**config.mk**
```make
export PLATFORM = sky130hd
export DESIGN_NAME = bcd_counter_n
export DESIGN_NICKNAME = d
export VERILOG_FILES = /design/src/rtl/bcd_pkg.sv /design/src/rtl/bcd_digit.sv /design/src/rtl/bcd_counter_n.sv
export SDC_FILE = /design/constraint.sdc
export NUM_CORES = 1
export LEC_CHECK = 0
export CAP_MARGIN = 40
export CORE_ASPECT_RATIO = 1.1
export CORE_UTILIZATION = 49
export DETAILED_ROUTE_END_ITERATION = 7
export PLACE_DENSITY = 0.91
export SETUP_SLACK_MARGIN = 0.15
export SKIP_LAST_GASP = 1
export SLEW_MARGIN = 20
export SYNTH_ARGS = -nofsm -noshare
export SYNTH_HDL_FRONTEND = slang
export SYNTH_SLANG_ARGS = --single-unit
```
**constraint.sdc**
```tcl
create_clock -name clk -period 2.5 [get_ports clk]
set_clock_uncertainty 0.1 [all_clocks]
set_input_delay 0.25 -clock clk [delete_from_list [all_inputs] [get_ports clk]]
set_output_delay 0.25 -clock clk [all_outputs]
set_load 0.02 [all_outputs]
```
**src/rtl/bcd_pkg.sv**
```systemverilog
// Shared definitions for the BCD counter family: digit limits, the
// counter FSM state type and the load clamp helper.
package bcd_pkg;

  localparam logic [3:0] BCD_MAX = 4'd9;
  localparam logic [3:0] BCD_MIN = 4'd0;

  // One-bit encoding; S_INIT is the reset state.
  typedef enum logic {
    S_INIT = 1'b0,
    S_RUN  = 1'b1
  } bcd_cnt_state_t;

  // Limit a raw nibble to a legal decimal digit: min(digit, 9).
  function automatic logic [3:0] bcd_clamp(input logic [3:0] digit);
    return (digit > BCD_MAX) ? BCD_MAX : digit;
  endfunction

endpackage

```
**src/rtl/bcd_digit.sv**
```systemverilog
// One decimal digit cell. Loads a clamped value or steps up/down by one
// with 9<->0 wrap. at_max/at_min feed the ripple-enable chain in the top.
module bcd_digit
  import bcd_pkg::*;
(
  input  logic       clk,
  input  logic       rst,
  input  logic       step,
  input  logic       up,
  input  logic       ld,
  input  logic [3:0] ld_val,
  output logic [3:0] d,
  output logic       at_max,
  output logic       at_min
);

  // Digit register: load wins over step; a step past a limit wraps.
  always_ff @(posedge clk or negedge rst) begin
    if (!rst) begin
      d <= BCD_MIN;
    end else if (ld) begin
      d <= bcd_clamp(ld_val);
    end else if (step) begin
      if (up) begin
        d <= (d == BCD_MAX) ? BCD_MIN : d + 4'd1;
      end else begin
        d <= (d == BCD_MIN) ? BCD_MAX : d - 4'd1;
      end
    end
  end

  assign at_max = (d == BCD_MAX);
  assign at_min = (d == BCD_MIN);

endmodule

```
**src/rtl/bcd_counter_n.sv**
```systemverilog
// Multi-digit BCD up/down counter with clamped parallel load and
// registered carry/borrow/load_err pulses.
// Optional build macro BCD_CNT_SATURATE_EN: when defined, counting past
// all-9s or all-0s holds the value instead of wrapping; carry/borrow still
// pulse on every attempted step at the limit.
//
// Handshake: there is no valid/ready pair. en and load are level-sampled
// on every rising clk edge while the FSM is in S_RUN; the effect appears
// on q (and the pulse outputs) one cycle later. Inputs are ignored in S_INIT.
module bcd_counter_n
  import bcd_pkg::*;
#(
  parameter  int NUM_DIGITS = 3,
  localparam int W          = 4 * NUM_DIGITS
) (
  input  logic         clk,
  input  logic         rst,
  input  logic         en,
  input  logic         up,
  input  logic         load,
  input  logic [W-1:0] load_val,
  output logic [W-1:0] q,
  output logic         carry,
  output logic         borrow,
  output logic         load_err,
  output logic         busy_init
);

  bcd_cnt_state_t state, state_next;

  logic [NUM_DIGITS-1:0] at_max;
  logic [NUM_DIGITS-1:0] at_min;
  logic [NUM_DIGITS:0]   lower_max;   // bit i: all digits below i are 9
  logic [NUM_DIGITS:0]   lower_min;   // bit i: all digits below i are 0
  logic                  run;
  logic                  cnt_go;      // a count step is requested this cycle
  logic                  sat_block;   // step suppressed at the range limit
  logic                  ld_bad;      // some load digit is above 9

  // FSM state register.
  always_ff @(posedge clk or negedge rst) begin
    if (!rst) begin
      state <= S_INIT;
    end else begin
      state <= state_next;
    end
  end

  // Next state: init lasts exactly one clock after reset release.
  always_comb begin
    state_next = state;
    busy_init  = 1'b0;
    case (state)
      S_INIT: begin
        busy_init  = 1'b1;
        state_next = S_RUN;
      end
      S_RUN:   state_next = S_RUN;
      default: state_next = S_INIT;
    endcase
  end

  assign run    = (state == S_RUN);
  assign cnt_go = run && !load && en;

  // Ripple-enable chains and load validation.
  always_comb begin
    lower_max    = '0;
    lower_min    = '0;
    ld_bad       = 1'b0;
    lower_max[0] = 1'b1;
    lower_min[0] = 1'b1;
    for (int i = 0; i < NUM_DIGITS; i++) begin
      lower_max[i+1] = lower_max[i] && at_max[i];
      lower_min[i+1] = lower_min[i] && at_min[i];
      if (load_val[4*i +: 4] > BCD_MAX) begin
        ld_bad = 1'b1;
      end
    end
  end

`ifdef BCD_CNT_SATURATE_EN
  assign sat_block = up ? lower_max[NUM_DIGITS] : lower_min[NUM_DIGITS];
`else
  assign sat_block = 1'b0;
`endif

  for (genvar i = 0; i < NUM_DIGITS; i++) begin : g_digit
    logic step_i;
    assign step_i = cnt_go && !sat_block && (up ? lower_max[i] : lower_min[i]);

    bcd_digit u_digit (
      .clk    (clk),
      .rst    (rst),
      .step   (step_i),
      .up     (up),
      .ld     (run && load),
      .ld_val (load_val[4*i +: 4]),
      .d      (q[4*i +: 4]),
      .at_max (at_max[i]),
      .at_min (at_min[i])
    );
  end

  // Pulse registers: one cycle per qualifying step or clamped load.
  always_ff @(posedge clk or negedge rst) begin
    if (!rst) begin
      carry    <= 1'b0;
      borrow   <= 1'b0;
      load_err <= 1'b0;
    end else begin
      carry    <= cnt_go && up && lower_max[NUM_DIGITS];
      borrow   <= cnt_go && !up && lower_min[NUM_DIGITS];
      load_err <= run && load && ld_bad;
    end
  end

endmodule

```
==> run metrics <==
Setup WS post-layout=0.3889 ns; largest net degree at the start of global routing=29; leak pwr=0.6735 nW; Final Critical Period=2.111 ns; die area=2948 um2; ys async rst share=100.0%; syn avg cell area=7.791 um2; WL per Instance=15.15 um; post-synthesis register bit count=16; Reg-to-Reg Start=g_digit[1].u_digit.d[2]$_DFFE_PN0P_; Worst-path clk slew=0.10 ns; critical path arrival=2.19 ns; layout cells sized above 1=7.576%; Inserted Clock Buffers=3; CTS tree=built; Critical Path RT=2.58 ns; via count=1,420; Post-CTS Hold Buffers=0; Hold Path Class=input port to async pin; CTS Sinks=16; Reg2Reg Setup Slack=0.39 ns; Total GRT Usage=25.90%; r2r worst-path depth=4; Netlist cell types=47; total gr overflow=0; Final HPWL DP=2.434 mm; Max stage delay cell, worst path=or4_1; Initial Util=52.68%; GPL Wtd Cong=0.8375; first-pass GRT wire length=5.747 mm; drt first pass iters=4; final number of hold-violating endpoints=0; Die Ht=56.85 um; Critical Path Max Stage Delay=0.57 ns; Cell Chain, Critical Path=or4_1 -> or4_4 -> a41oi_1 -> o21ai_1; fin. max-slew vios=0; FP Rows=19; ys flop type=dfrtp_1; core area=2544 um2; critical path class=register to register; antenna violations before repair=0; Worst-Skew Late Latency=0.30 ns; Peak VDD IR=339.3 uV; Total Neg Setup Slack=0 ns; vias per inst=6.201; Synth Cell Area=1340 um2; sequential share of the synthesized area=29.88%; mux contribution to synthesized area=0.7470%; R2R Path End=g_digit[2].u_digit.d[2]$_DFFE_PN0P_; post-route non-filler standard cell count=229; simple-gate share of the synthesized area=30.81%; # diodes=0; pwr dens=529.5 nW/um2; placed instance count=224; clock tree buffer depth=2; nets=216; Antenna Violating Nets Remaining=0; Die X=51.86 um; number of global-route vias before repair=1,309; DR iter-0 viols=46; Setup crit end kind=register; total of max-cap violations=0; CTS root buf=clkbuf_4; CTS H-tree depth=1; Fillers=208; setup bufs post-CTS=0; largest family of logic cells by synthesized area=simple AND/OR/NAND/NOR gates; syn_nets=189; I/O pin cnt=33; Residual DRC=0; cells after synthesis=172; number of synthesized flops with an enable pin=0; yosys warns=0; Setup Slack @ Placement=0.1761 ns; Synth Area in Adders=0%; Compound-Gate Fraction of Synth Area=27.64%; CP Max Fanout=12; Final Setup Violations=0; Routed WL=3.469 mm; port bufs=32; Final period util=84.44%; Area Growth Syn to Fin=28.66%; Fin Hold WS=0.08181 ns; Design Power=0.9129 mW; unrepaired setup endpoints after global routing=false; Slew HR=55.73%; f_max=473.7 MHz; slew of the pin with the lowest slew margin=0.6625 ns; CP startpoint kind=register; post-cts sizing count=0; outcome=completed; Synth Area in XOR/XNOR=3.922%
[critical path: cells and delay by family (launching register included)]
| kind | cells | cell delay, ns |
|---|---|---|
| and+or+nand+nor | 2 | 1.05 |
| DFF | 1 | 0.52 |
| AOI/OAI and AO/OA | 2 | 0.32 |
[worst max-delay path by stage]
stage / endpoint / startpoint / slack [ns] / cells past startpoint
2_1_floorplan: g_digit[2].u_digit.d[0]$_DFFE_PN0P_ / g_digit[0].u_digit.d[2]$_DFFE_PN0P_ / 0.44 / 5
3_3_place_gp: g_digit[2].u_digit.d[0]$_DFFE_PN0P_ / up / 0.23 / 5
3_5_place_dp: g_digit[2].u_digit.d[2]$_DFFE_PN0P_ / up / 0.18 / 5
4_1_cts: g_digit[2].u_digit.d[2]$_DFFE_PN0P_ / g_digit[1].u_digit.d[2]$_DFFE_PN0P_ / 0.39 / 4
5_1_grt: g_digit[2].u_digit.d[3]$_DFFE_PN0P_ / g_digit[1].u_digit.d[2]$_DFFE_PN0P_ / 0.31 / 4
6_report: g_digit[2].u_digit.d[2]$_DFFE_PN0P_ / g_digit[1].u_digit.d[2]$_DFFE_PN0P_ / 0.39 / 4
[per-layer routing]
metal / share of wire [%] / global-route usage, % / up-vias
met3: 6.8 / 4.878 / 10
met4: 1.6 / 8.880 / 0
met5: 0 / 0 / -
met1: 43 / 32.88 / 663
met2: 49 / 42.86 / 57
li1: - / - / 690
[cells by family after synthesis]
| logic type | after synthesis |
|---|---|
| other | 1 |
| multiplexers | 1 |
| buffers and inverters | 22 |
| AND/OR/NAND/NOR | 68 |
| XOR/XNOR | 6 |
| AO/OA/AOI/OAI | 58 |
| flip-flops | 16 |
[sequential cells by signal (all words and copies together), names as in the netlist]
signal and cells:
run 1, borrow 1, g_digit.u_digit.d 12, load_err 1
carry 1
[synthesized netlist by cell type, drive strengths merged (2+ instances only)]
cell type	number	area, um2
nand3	4	20.02
xnor2	6	52.55
a31oi	4	25.02
and3b	2	17.52
nand4b	3	26.28
buf	2	15.01
nand2b	2	12.51
or4	5	45.04
nand2	10	37.54
and2	2	12.51
nor2	14	52.55
dfrtp	16	400.4
o21ai	18	90.08
inv	5	18.77
o21bai	4	30.03
a211oi	3	22.52
nor3b	3	22.52
a21boi	2	15.01
nand3b	2	15.01
and3	2	12.51
nor3	5	30.03
o32ai	2	17.52
o22ai	3	18.77
o211ai	2	15.01
a41oi	3	26.28
a21oi	10	50.05
and4b	3	30.03
nor2b	6	37.54
clkbuf	15	56.30
[power by group]
part / internal, mW / switching [mW] / leakage [nW]
sequential: 0.288 / 0.0659 / 0.192
combinational: 0.190 / 0.190 / 0.461
clock: 0.0889 / 0.0900 / 0.0210
total: 0.567 / 0.346 / 0.674
[per-stage QoR]
step,utilization (%),area [um2]
floorplan,-,1340
global placement,65.76,1673
detailed placement,65.76,1673
CTS,67.19,1709
global route,67.78,1724
finish,67.78,1724
[cell usage in the layout, fill, tap and decap left out, drive strengths merged, types with 4 or more instances in the layout]
cell           netlist  final
a31oi                4      4
clkbuf              15      4
o21bai               4      4
dfrtp               16     16
nor3                 5      5
clkdlybuf4s50        0     32
nor2b                6      6
a21oi               10     10
buf                  2      7
or4                  5      5
nand3                4      4
o21ai               18     18
nand2               10     10
inv                  5      5
xnor2                6      6
nor2                14     14
[final cells by class]
type                    count  area [um2]  area share, %
repair buffers             39       380.4          22.06
multi-input cells         134       849.6          49.27
flip-flops and latches     16       400.4          23.22
clock buffers               4       36.28          2.105
inverters                   5       18.77          1.089
well taps                  31       38.79          2.250
Power figures use the tool's default switching activity.
